### src/rtl/issue_stage_if.sv
// ---------------------------------------------------------------------------
// issue_pkg / issue_stage_if
//
// Purpose: shared types for the issue stage and the decoupled valid/ready
// bundle that carries decoded instructions into and out of it.
//
// issue_pkg:
//   ISSUE_REG_CNT / ISSUE_XLEN / IDX_W  register count, data width, index width
//   OPC_*                               RV32 major opcodes the stage decodes
//   decoded_instr_t                     op, rd, rs1, rs2, imm, rs1_val, rs2_val
//   exec_result_t                       rd_idx, rd_val, br_valid, br_target
//
// issue_stage_if ports (modport view):
//   master : drives valid, data; samples ready
//   slave  : samples valid, data; drives ready
// ---------------------------------------------------------------------------
package issue_pkg;
  localparam int ISSUE_REG_CNT = 32;
  localparam int ISSUE_XLEN    = 32;
  localparam int IDX_W         = $clog2(ISSUE_REG_CNT);

  localparam logic [6:0] OPC_LUI    = 7'b0110111;
  localparam logic [6:0] OPC_AUIPC  = 7'b0010111;
  localparam logic [6:0] OPC_JAL    = 7'b1101111;
  localparam logic [6:0] OPC_JALR   = 7'b1100111;
  localparam logic [6:0] OPC_BRANCH = 7'b1100011;
  localparam logic [6:0] OPC_LOAD   = 7'b0000011;
  localparam logic [6:0] OPC_STORE  = 7'b0100011;
  localparam logic [6:0] OPC_OP_IMM = 7'b0010011;
  localparam logic [6:0] OPC_OP     = 7'b0110011;

  typedef struct packed {
    logic [6:0]            op;
    logic [IDX_W-1:0]      rd;
    logic [IDX_W-1:0]      rs1;
    logic [IDX_W-1:0]      rs2;
    logic [ISSUE_XLEN-1:0] imm;
    logic [ISSUE_XLEN-1:0] rs1_val;
    logic [ISSUE_XLEN-1:0] rs2_val;
  } decoded_instr_t;

  typedef struct packed {
    logic [IDX_W-1:0]      rd_idx;
    logic [ISSUE_XLEN-1:0] rd_val;
    logic                  br_valid;
    logic [ISSUE_XLEN-1:0] br_target;
  } exec_result_t;
endpackage

interface issue_stage_if;
  logic                     valid;
  logic                     ready;
  issue_pkg::decoded_instr_t data;

  modport master (output valid, output data, input ready);
  modport slave  (input valid, input data, output ready);
endinterface

### src/rtl/issue_stage.sv
// ---------------------------------------------------------------------------
// issue_stage
//
// Purpose: accepts decoded instructions, reads their sources from the
// register file (with same-cycle writeback bypass), holds them back while a
// source is still pending in the scoreboard, and presents one
// operand-complete instruction per cycle to the execute unit.
//
// Ports:
//   clk         clock, rising edge
//   rst         asynchronous reset, active low
//   dec         decoupled input from the decoder (rs*_val ignored)
//   issue       decoupled output to execute with rs1_val/rs2_val filled
//   rf_rs1_idx  register-file read index 1 (combinational from dec.data.rs1)
//   rf_rs2_idx  register-file read index 2 (combinational from dec.data.rs2)
//   rf_rs1_val  register-file read data 1
//   rf_rs2_val  register-file read data 2
//   wb_valid    writeback bundle valid
//   wb          writeback from execute (branch fields unused here)
//   flush       synchronous pipeline flush
//   stall_cnt   hazard-stall cycle counter
//
// Optional feature: define ISSUE_STALL_CNT_EN to build the hazard-stall
// counter; otherwise stall_cnt is constant zero and no counter flops exist.
// ---------------------------------------------------------------------------
module issue_stage
  import issue_pkg::*;
#(
  parameter int REG_CNT = ISSUE_REG_CNT,
  parameter int XLEN    = ISSUE_XLEN
) (
  input  logic                 clk,
  input  logic                 rst,
  issue_stage_if.slave         dec,
  issue_stage_if.master        issue,
  output logic [IDX_W-1:0]     rf_rs1_idx,
  output logic [IDX_W-1:0]     rf_rs2_idx,
  input  logic [XLEN-1:0]      rf_rs1_val,
  input  logic [XLEN-1:0]      rf_rs2_val,
  input  logic                 wb_valid,
  input  exec_result_t         wb,
  input  logic                 flush,
  output logic [31:0]          stall_cnt
);

  logic                 slot_valid_q, slot_valid_d;
  decoded_instr_t       slot_data_q, slot_data_d;
  logic [REG_CNT-1:0]   sb_q, sb_d;

  logic                 use_rs1, use_rs2;
  logic                 wb_hit1, wb_hit2;
  logic                 hazard;
  logic                 drain, accept;
  logic [XLEN-1:0]      op1, op2;

  // Branch information is consumed elsewhere; flush is the only redirect.
  logic                 unused_wb_br;
  assign unused_wb_br = wb.br_valid ^ (^wb.br_target);

  assign rf_rs1_idx = dec.data.rs1;
  assign rf_rs2_idx = dec.data.rs2;

  // Source decode, hazard detection and operand selection. A writeback
  // hitting a pending source both resolves the hazard and supplies the
  // value in the same cycle. Unused sources carry zero.
  always_comb begin
    use_rs1 = !(dec.data.op == OPC_LUI || dec.data.op == OPC_AUIPC ||
                dec.data.op == OPC_JAL);
    use_rs2 = (dec.data.op == OPC_OP || dec.data.op == OPC_BRANCH ||
               dec.data.op == OPC_STORE);

    wb_hit1 = wb_valid && (wb.rd_idx == dec.data.rs1);
    wb_hit2 = wb_valid && (wb.rd_idx == dec.data.rs2);

    hazard = (use_rs1 && (dec.data.rs1 != '0) && sb_q[dec.data.rs1] && !wb_hit1) ||
             (use_rs2 && (dec.data.rs2 != '0) && sb_q[dec.data.rs2] && !wb_hit2);

    op1 = '0;
    if (use_rs1 && dec.data.rs1 != '0) begin
      op1 = wb_hit1 ? wb.rd_val : rf_rs1_val;
    end
    op2 = '0;
    if (use_rs2 && dec.data.rs2 != '0) begin
      op2 = wb_hit2 ? wb.rd_val : rf_rs2_val;
    end
  end

  // Handshakes. dec.ready is forced low during reset so the decoder never
  // sees a transfer that the held-in-reset flops would lose.
  always_comb begin
    drain     = slot_valid_q && issue.ready;
    dec.ready = rst && !flush && !hazard && (!slot_valid_q || drain);
    accept    = dec.valid && dec.ready;
  end

  assign issue.valid = slot_valid_q;
  assign issue.data  = slot_data_q;

  // Next-state for slot and scoreboard. Writeback clears before the accept
  // sets, so a younger instruction targeting the same register keeps its
  // pending bit. Flush wipes all pending state last.
  always_comb begin
    slot_valid_d = slot_valid_q;
    slot_data_d  = slot_data_q;
    sb_d         = sb_q;

    if (accept) begin
      slot_valid_d         = 1'b1;
      slot_data_d          = dec.data;
      slot_data_d.rs1_val  = op1;
      slot_data_d.rs2_val  = op2;
    end else if (drain) begin
      slot_valid_d = 1'b0;
    end

    if (wb_valid && wb.rd_idx != '0) begin
      sb_d[wb.rd_idx] = 1'b0;
    end
    if (accept && dec.data.rd != '0) begin
      sb_d[dec.data.rd] = 1'b1;
    end

    if (flush) begin
      slot_valid_d = 1'b0;
      sb_d         = '0;
    end
  end

  always_ff @(posedge clk or negedge rst) begin
    if (!rst) begin
      slot_valid_q <= 1'b0;
      slot_data_q  <= '0;
      sb_q         <= '0;
    end else begin
      slot_valid_q <= slot_valid_d;
      slot_data_q  <= slot_data_d;
      sb_q         <= sb_d;
    end
  end

`ifdef ISSUE_STALL_CNT_EN
  // Counts only cycles lost to source hazards, not to a full slot.
  logic [31:0] stall_cnt_q, stall_cnt_d;

  always_comb begin
    stall_cnt_d = stall_cnt_q;
    if (dec.valid && !flush && hazard) begin
      stall_cnt_d = stall_cnt_q + 32'd1;
    end
  end

  always_ff @(posedge clk or negedge rst) begin
    if (!rst) begin
      stall_cnt_q <= '0;
    end else begin
      stall_cnt_q <= stall_cnt_d;
    end
  end

  assign stall_cnt = stall_cnt_q;
`else
  assign stall_cnt = '0;
`endif

endmodule

### src/flat_wrapper.sv
// flat-port wrapper written by rule: the top's interface ports become plain ports
module issue_stage_flat import issue_pkg::*;
#(
  parameter int REG_CNT = ISSUE_REG_CNT,
  parameter int XLEN    = ISSUE_XLEN
)
  (clk, rst, rf_rs1_idx, rf_rs2_idx, rf_rs1_val, rf_rs2_val, wb_valid, wb, flush, stall_cnt, dec_valid, dec_data, dec_ready, issue_valid, issue_data, issue_ready);
  issue_stage_if dec_i ();
  issue_stage_if issue_i ();
  input  logic clk;
  input  logic rst;
  output logic [IDX_W-1:0] rf_rs1_idx;
  output logic [IDX_W-1:0] rf_rs2_idx;
  input  logic [XLEN-1:0] rf_rs1_val;
  input  logic [XLEN-1:0] rf_rs2_val;
  input  logic wb_valid;
  input  exec_result_t wb;
  input  logic flush;
  output logic [31:0] stall_cnt;
  input wire logic [$bits(dec_i.valid)-1:0] dec_valid;
  input wire logic [$bits(dec_i.data)-1:0] dec_data;
  output wire logic [$bits(dec_i.ready)-1:0] dec_ready;
  output wire logic [$bits(issue_i.valid)-1:0] issue_valid;
  output wire logic [$bits(issue_i.data)-1:0] issue_data;
  input wire logic [$bits(issue_i.ready)-1:0] issue_ready;
  assign dec_i.valid = dec_valid;
  assign dec_i.data = dec_data;
  assign dec_ready = dec_i.ready;
  assign issue_valid = issue_i.valid;
  assign issue_data = issue_i.data;
  assign issue_i.ready = issue_ready;
  issue_stage #(.REG_CNT(REG_CNT), .XLEN(XLEN)) u_core (.clk(clk), .rst(rst), .dec(dec_i), .issue(issue_i), .rf_rs1_idx(rf_rs1_idx), .rf_rs2_idx(rf_rs2_idx), .rf_rs1_val(rf_rs1_val), .rf_rs2_val(rf_rs2_val), .wb_valid(wb_valid), .wb(wb), .flush(flush), .stall_cnt(stall_cnt));
endmodule
### config.mk
export PLATFORM = sky130hd
export DESIGN_NAME = issue_stage_flat
export DESIGN_NICKNAME = d
export VERILOG_FILES = /design/src/rtl/issue_stage_if.sv /design/src/rtl/issue_stage.sv /design/src/flat_wrapper.sv
export SDC_FILE = /design/constraint.sdc
export NUM_CORES = 1
export LEC_CHECK = 0
export ABC_AREA = 1
export ABC_CLOCK_PERIOD_IN_PS = 2000
export CORE_MARGIN = 10
export CORE_UTILIZATION = 40
export CTS_CLUSTER_DIAMETER = 30
export CTS_CLUSTER_SIZE = 12
export DETAILED_ROUTE_END_ITERATION = 10
export PLACE_DENSITY_LB_ADDON = 0.25
export SYNTH_ARGS = -nofsm -noshare
export SYNTH_HDL_FRONTEND = slang
export SYNTH_SLANG_ARGS = --single-unit
### constraint.sdc
create_clock -name clk -period 2 [get_ports clk]
set_input_delay 0.3 -clock clk [delete_from_list [all_inputs] [get_ports clk]]
set_output_delay 0.3 -clock clk [all_outputs]
set_load 0.05 [all_outputs]
==> reports/summary.md, run 1 <==
- **Crit-path slowest cell** clkdlybuf4s15_1
- **FILL cells** 1640
- **type of origin of the critical path** input pin
- **max-slew headroom at the worst pin** 40.41%
- **kind of end point of the critical path** output port
- **maximum VDD drop** 628.6 uV
- **aggregate routed wire length** 34440 um
- **# setup viols final** 133
- **CP Data Arrival Time** 1920 ps
- **number of flip-flops and latches in the synthesized netlist** 151
- **height of the die** 162.3 um
- **Via density** 5.125
- **status** complete, but fails checks
- **RSZ-0062 raised after global routing** yes
- **First-pass DRT Iterations** 6
- **DP Worst Slack** -659.4 ps
- **max frequency** 451.4 MHz
- **post-layout util** 66.57%
- **Core Box Area** 0.01972 mm2
- **r2r endpoint** u_core.issue.data[76]
- **number of instances in the synthesized netlist** 1121
- **maximum number of pins on one net before global-route repair** 152
- **cell count of the worst reg-to-reg path** 17
- **Worst Setup Path Type** input pin to output port
- **Initial Util** 41.09%
- **final max-slew violation count** 0
- **overall die width** 162.3 um
- **maximum net fanout on the critical path** 4
- **CTS sink count** 151
- **placer congestion estimate** 0.9254
- **Worst Setup Slack, final** -215.4 ps
- **gate family responsible for the most delay along the worst path** simple AND/OR/NAND/NOR gates
- **max incr delay on CP** 240 ps
- **number of port buffers** 290
- **pwr/cell area** 869.2 mW/mm2
- **failing checks** hold timing, setup timing
- **Boundary Pins** 420
- **CTS buffer count** 17
- **number of standard cells in the final layout excluding fillers** 1760
- **Synth area leaders** dfrtp_1 (47%), nand2_1 (25%), nand3_1 (6.2%), buf_4 (4.4%), a21oi_1 (4.1%)
- **top cell types by occurrence after synthesis** nand2_1 (539), dfrtp_1 (151), nand3_1 (100)
- **Cell variety after synth** 26
- **Std-Cell Rows** 51
- **antenna violations before repair** 3
- **critical path depth in cells** 13
- **vias** 9020
- **hold slack** -65.42 ps
- **maximum buffer depth of the clock tree** 2
- **most instantiated flip-flop cell in the synthesis netlist** dfrtp_1
- **total half-perimeter wirelength after legalization and detailed placement** 24150 um
- **Final Skew** 17.15 ps
- **Ys Warns** 0
- **transition time of the tightest slew-check pin** 893.9 ps
- **buffer type at the clock tree root** clkbuf_16
- **register area** 0.003779 mm2
- **multi-input gate area in the final layout** 0.003807 mm2
- **Critical Path Start** dec_data[101]
- **aggregate global routing overflow** 0
- **Final Hold Viols** 34
- **post-route clock period utilization** 110.8%
- **clock latency reported for the late side of the worst-skew pair** 440 ps
- **most frequent cell after synthesis** nand2_1
- **average wire per standard cell** 19.57 um
- **Min Clock Period, post-route** 2215 ps
- **share of synthesized area occupied by flip-flops and latches** 46.64%
- **detailed-route DRC error count** 0
- **fraction of final layout cells sized beyond drive strength 1** 15.02%
- **global-route wire length before repair** 49400 um
- **class of the worst hold path** input pin to async pin
- **global-route usage over all layers** 23.87%
- **mapped cell area** 0.008102 mm2
- **area enclosed by the die boundary** 0.02635 mm2
- **total buffers and inverters traversed by the critical path** 4
- **Placed Instances** 1691
- **number of maximum-capacitance violations** 0
- **synthesized area per cell** 7.227 um2
- **starting DRC count in detailed routing** 789
- **Synth-to-Final Area Change** 62.01%
- **H-tree depth** 4
- **library cell occupying the most area in the post-synthesis netlist** dfrtp_1
- **Required @ worst endpoint** 1700 ps
- **most frequent cell on the critical path** nor2_4
- **Post-synth ARST share** 100.0%
- **number of synthesized flops with an enable pin** 0
- **clock-pin slew on the worst setup and hold paths** 70 ps
- **area fraction of the dominant cell type after synthesis** 46.64%
- **worst flop-to-flop path startpoint** u_core.sb_q[9]
- **vias in the first global route** 8570
- **ordered cell list for the critical path** clkdlybuf4s15_1, buf_4, nand2_1, o21ai_1, a21oi_1, nand3_1, nor2_4, nor2_2, nand2_2, nor2_4, nor2_4, buf_12, buf_12
- **Total Nets Final** 1736
- **residual antenna-violating net count after detailed routing** 0
- **Reg2Reg Setup Slack** -130 ps
- **leakage component of the power** 6.416 nW
- **last element of the critical path** dec_ready
- **TritonCTS clock tree** built
layout make-up:
| class | count | area share (%) |
|---|---|---|
| diodes | 4 | 0.07626 |
| clock buffers | 17 | 3.241 |
| clock inverters | 15 | 1.249 |
| inverters | 35 | 1.239 |
| multi-input cells | 860 | 29.01 |
| flip-flops and latches | 151 | 28.79 |
| well taps | 265 | 2.526 |
| repair buffers | 411 | 33.69 |
| repair inverters | 2 | 0.1811 |
worst reg2reg max path: stages, from the launching register on:
cell and delay, ps:
dfrtp_1 390, buf_6 130, nand2_2 60, nand3_2 80, nand3_2 70, nand3_2 60
nand2_1 60, nand2_1 60, nand2_2 80, nor2_4 50, nor2_4 140, buf_4 140
buf_8 100, nand2_8 110, buf_12 200, clkbuf_16 170, nand2_1 70, nand2_1 60
stage by stage:
stage | instance area [um2] | power, mW | setup TNS (ps)
2_1_floorplan | 8220 | 6.305 | 0
4_1_cts | 12540 | 11.37 | -169.8
3_5_place_dp | 11750 | 8.092 | -87920
3_3_place_gp | 11750 | 8.051 | -87080
6_report | 13130 | 11.41 | -16430
5_1_grt | 13130 | 11.87 | -25400
report_power, final:
part	internal (mW)	switching, mW
Clock	1.76	1.46
Sequential	3.51	0.258
Combinational	1.55	2.87
flip-flops by register name, summed over array words and instances, names as in the netlist:
name                cells
u_core.issue.valid      1
u_core.issue.data     118
u_core.sb_q            32
routing by layer:
layer | up-vias | GRT usage (%) | wire (um)
met3 | 68 | 7.457 | 3355
met1 | 4217 | 28.63 | 13380
met2 | 470 | 39.24 | 16620
li1 | 4265 | - | -
met5 | - | 0 | 0
met4 | 0 | 9.181 | 1090
logic make-up (layout without fill, tap and decap cells):
logic type	after synthesis	in the layout	synth area share, %
xor gates and xnor gates	3	3	0.3244
and+or+nand+nor	701	701	35.49
AOI/OAI and AO/OA	124	124	7.707
buffers and inverters	141	480	9.792
other	1	36	0.04629
DFF	151	151	46.64
placed cells by master (no fill, tap or decap), types with 2 or more instances in the layout:
cell	count
clkinv_8	3
inv_2	10
a21oi_2	6
diode_2	4
dfrtp_1	151
clkdlybuf4s50_1	248
nand2_1	528
o21ai_1	20
a21oi_1	61
buf_6	7
inv_1	22
nand3_1	91
nand2_2	10
nand4_1	33
buf_4	87
inv_4	2
clkinv_4	3
conb_1	32
o21ai_0	34
dlygate4sd2_1	12
xnor2_1	2
inv_6	5
nand3_2	8
clkinvlp_4	3
nor2_2	3
buf_8	3
nor2_4	4
clkbuf_16	28
buf_16	3
nor3_1	11
dlymetal6s2s_1	9
buf_12	28
nor2_1	8
worst min-delay path by stage:
stage                                      from               endpoint  slack (ps)  cells past startpoint
after global placement    u_core.issue.data[58]  u_core.issue.data[58]         460                      2
after CTS                                   rst        u_core.sb_q[30]          60                      2
after global routing                        rst        u_core.sb_q[30]          40                      2
after detailed placement  u_core.issue.data[36]  u_core.issue.data[36]         460                      2
final                                       rst        u_core.sb_q[30]         -70                      2
after floorplan                             rst   u_core.issue.data[0]           4                      0
what timing repair did:
action / CTS / global route
buffers inserted: 8 / 7
endpoints found under the hold margin: 0 / 0
gates resized for setup: 45 / 56
pin swaps: 13 / 15
gates cloned: 4 / 14
endpoints found under the setup margin: 150 / 144
hold buffers: 0 / 0
Note: power is estimated with default switching activity, not from simulation.
==> run 2, diff against run 1 <==
Settings changed: SLEW_MARGIN set to 25.
==> results of run 2 <==
The final DEF is identical to that of run 1; final timing and power are the same.
==> run 3, diff against run 2 <==
Settings changed: ABC_CLOCK_PERIOD_IN_PS 2000 to 1850, CORE_UTILIZATION 40 to 36, PLACE_DENSITY set to 0.75, PLACE_DENSITY_LB_ADDON 0.25 to not set.
Clock period 2 ns to 1.85 ns, I/O delays scaled along.
==> run 3 against run 2 <==
  * Cell area is 3.7% lower
  * Wire length decreased by 2.3%
  * Critical path depth grew 1
  * Critical endpoint unchanged
  * Clock power rose by 11%
  * Flip-flop and latch count is the same
  * The flow finishes with violations (setup timing)
  * Largest power group unchanged
  * Worst setup slack worse by 110 ps
==> reports/summary.md, run 3 (synthesis results as in run 1) <==
- **Total Nets Final** 1725, was 1736
- **CTS buffer count** 17, unchanged
- **post-route clock period utilization** 117.6%
- **global-route wire length before repair** 50710 um, was 49400 um
- **most frequent cells in the layout** nand2_1 (534), dfrtp_1 (150), clkdlybuf4s50_1 (147), buf_4 (138), nand3_1 (96), was nand2_1 (528), clkdlybuf4s50_1 (248), dfrtp_1 (151), nand3_1 (91), buf_4 (87)
- **number of standard cells in the final layout excluding fillers** 1760, unchanged
- **height of the die** 170.0 um, was 162.3 um
- **First-pass DRT Iterations** 5, was 6
- **# setup viols final** 150, was 133
- **vias in the first global route** 8755, was 8570
- **starting DRC count in detailed routing** 1066, was 789
- **Final Skew** 11.81 ps, was 17.15 ps
- **Required @ worst endpoint** 1570 ps, was 1700 ps
- **clock-pin slew on the worst setup and hold paths** 70 ps, about the same
- **TritonCTS clock tree** built, unchanged
- **vias** 8995, was 9020
- **Min Clock Period, post-route** 2176 ps
- **antenna violations before repair** 0, was 3
- **CP Data Arrival Time** 1900 ps, was 1920 ps
- **maximum net fanout on the critical path** 5, was 4
- **placer congestion estimate** 0.9285, was 0.9254
- **buffer type at the clock tree root** clkbuf_16, unchanged
- **Core Box Area** 0.02196 mm2, was 0.01972 mm2
- **aggregate global routing overflow** 0, unchanged
- **Final Hold Viols** 0, was 34
- **detailed-route DRC error count** 0, unchanged
- **max reg flops** 118, unchanged
- **post-route cell area** 0.01264 mm2, was 0.01313 mm2
- **pwr/cell area** 952.0 mW/mm2, was 869.2 mW/mm2
- **Worst Setup Path Type** input pin to output port, unchanged
- **maximum buffer depth of the clock tree** 2, unchanged
- **Initial Util** 36.89%, was 41.09%
- **Boundary Pins** 420, unchanged
- **leakage component of the power** 6.429 nW, was 6.416 nW
- **CTS sink count** 151, unchanged
- **most common cell after layout, fill and taps aside** nand2_1, unchanged
- **Via density** 5.111, was 5.125
- **DP Worst Slack** -829.4 ps, was -659.4 ps
- **RSZ-0062 raised after global routing** yes, unchanged
- **H-tree depth** 4, unchanged
- **Synth-to-Final Area Change** 56.00%, was 62.01%
- **max-slew headroom at the worst pin** 36.68%, was 40.41%
- **total half-perimeter wirelength after legalization and detailed placement** 24410 um, was 24150 um
- **max frequency** 459.6 MHz
- **FILL cells** 2007, was 1640
- **aggregate routed wire length** 33660 um, was 34440 um
- **max incr delay on CP** 270 ps, was 240 ps
- **global-route usage over all layers** 22.14%, was 23.87%
- **type of origin of the critical path** input pin, unchanged
- **transition time of the tightest slew-check pin** 949.8 ps, was 893.9 ps
- **final max-slew violation count** 0, unchanged
- **number of port buffers** 290, unchanged
- **area enclosed by the die boundary** 0.02891 mm2, was 0.02635 mm2
- **residual antenna-violating net count after detailed routing** 0, unchanged
- **number of maximum-capacitance violations** 0, unchanged
- **average wire per standard cell** 19.13 um, was 19.57 um
- **failing checks** setup timing, was hold timing, setup timing
- **fraction of final layout cells sized beyond drive strength 1** 17.43%, was 15.02%
- **diodes inserted** 0, was 4
- **ordered cell list for the critical path** clkdlybuf4s15_2, clkinvlp_4, clkdlybuf4s18_2, nand2_1, nand3_1, nand3_1, nand3_1, nand2_2, nand2_2, nand3_2, nand2_2, nor2_4, buf_12, buf_12, was clkdlybuf4s15_1, buf_4, nand2_1, o21ai_1, a21oi_1, nand3_1, nor2_4, nor2_2, nand2_2, nor2_4, nor2_4, buf_12, buf_12
- **overall die width** 170.0 um, was 162.3 um
- **Placed Instances** 1705, was 1691
- **Std-Cell Rows** 54, was 51
- **Worst Setup Slack, final** -326.0 ps, was -215.4 ps
- **status** complete, but fails checks, unchanged
- **maximum VDD drop** 537.8 uV, was 628.6 uV
- **kind of end point of the critical path** output port, unchanged
- **Placement Cell Area** 0.01166 mm2, was 0.01175 mm2
- **class of the worst hold path** input pin to register, was input pin to async pin
- **clock latency reported for the late side of the worst-skew pair** 430 ps, was 440 ps
- **maximum number of pins on one net before global-route repair** 152, unchanged
- **Crit-path slowest cell** clkdlybuf4s15_2, was clkdlybuf4s15_1
run 3: cell type report:
cell class / instances / area (um2) / share of cell area (%)
inverter: 35 / 148.9 / 1.178
clock buffer: 18 / 439.2 / 3.475
clock inverter: 14 / 156.4 / 1.237
multi-input combinational: 860 / 3766 / 29.80
tap: 280 / 350.3 / 2.772
sequential: 151 / 3780 / 29.91
timing repair inverter: 1 / 7.507 / 0.05940
timing repair buffer: 401 / 3990 / 31.57
run 3: path summary, 6_finish.rpt:
check	startpoint	end	slack (ps)	depth (start not counted)
worst max-delay path	dec_data[96]	dec_ready	-330	14
worst min-delay path	dec_data[111]	u_core.issue.data[111]	270	3
worst max register to register	u_core.sb_q[28]	u_core.issue.data[102]	-300	15
worst min register to register	u_core.issue.data[93]	u_core.issue.data[93]	470	2
max in group asynchronous	rst	u_core.issue.data[117]	550	3
min in group asynchronous	rst	u_core.sb_q[28]	510	3
run 3: where the power goes:
| group | internal, mW | total (mW) | switching (mW) |
|---|---|---|---|
| Combinational | 1.34 | 4.39 | 3.05 |
| Sequential | 3.79 | 4.07 | 0.283 |
| Clock | 1.96 | 3.57 | 1.61 |
| Total | 7.09 | 12.0 | 4.94 |
run 3: timing repair:
action / 4_1_cts / 5_1_grt
pin swaps: 14 / 12
endpoints found under the setup margin: 211 / 150
buffers inserted: 12 / 5
gates resized for setup: 94 / 27
hold endpoints to repair: 0 / 2
hold buffers: 0 / 1
cloned: 5 / 1
run 3: routing by layer:
metal	vias to the layer above	track usage, %	part of all wire, %
met3	58	5.229	9.6
met5	-	0	0
li1	4244	-	-
met4	0	7.475	2.9
met2	488	35.28	46
met1	4205	28.94	41
run 3: worst max-delay path, delay by kind of cell:
family | cells | cell delay [ps]
AND/OR/NAND/NOR | 9 | 710
buffers and inverters | 5 | 910
run 3: through the flow:
stage	power (mW)	TNS [ps]	util [%]	hold slack, ps
final	12.03	-29140	57.56	271.8
after global routing	12.52	-49920	57.56	284.3
after CTS	12.08	-24780	56.82	52.38
after detailed placement	8.664	-112420	53.11	458.1
after global placement	8.618	-103810	53.11	452.3
after floorplan	6.806	-3710	-	-18.09
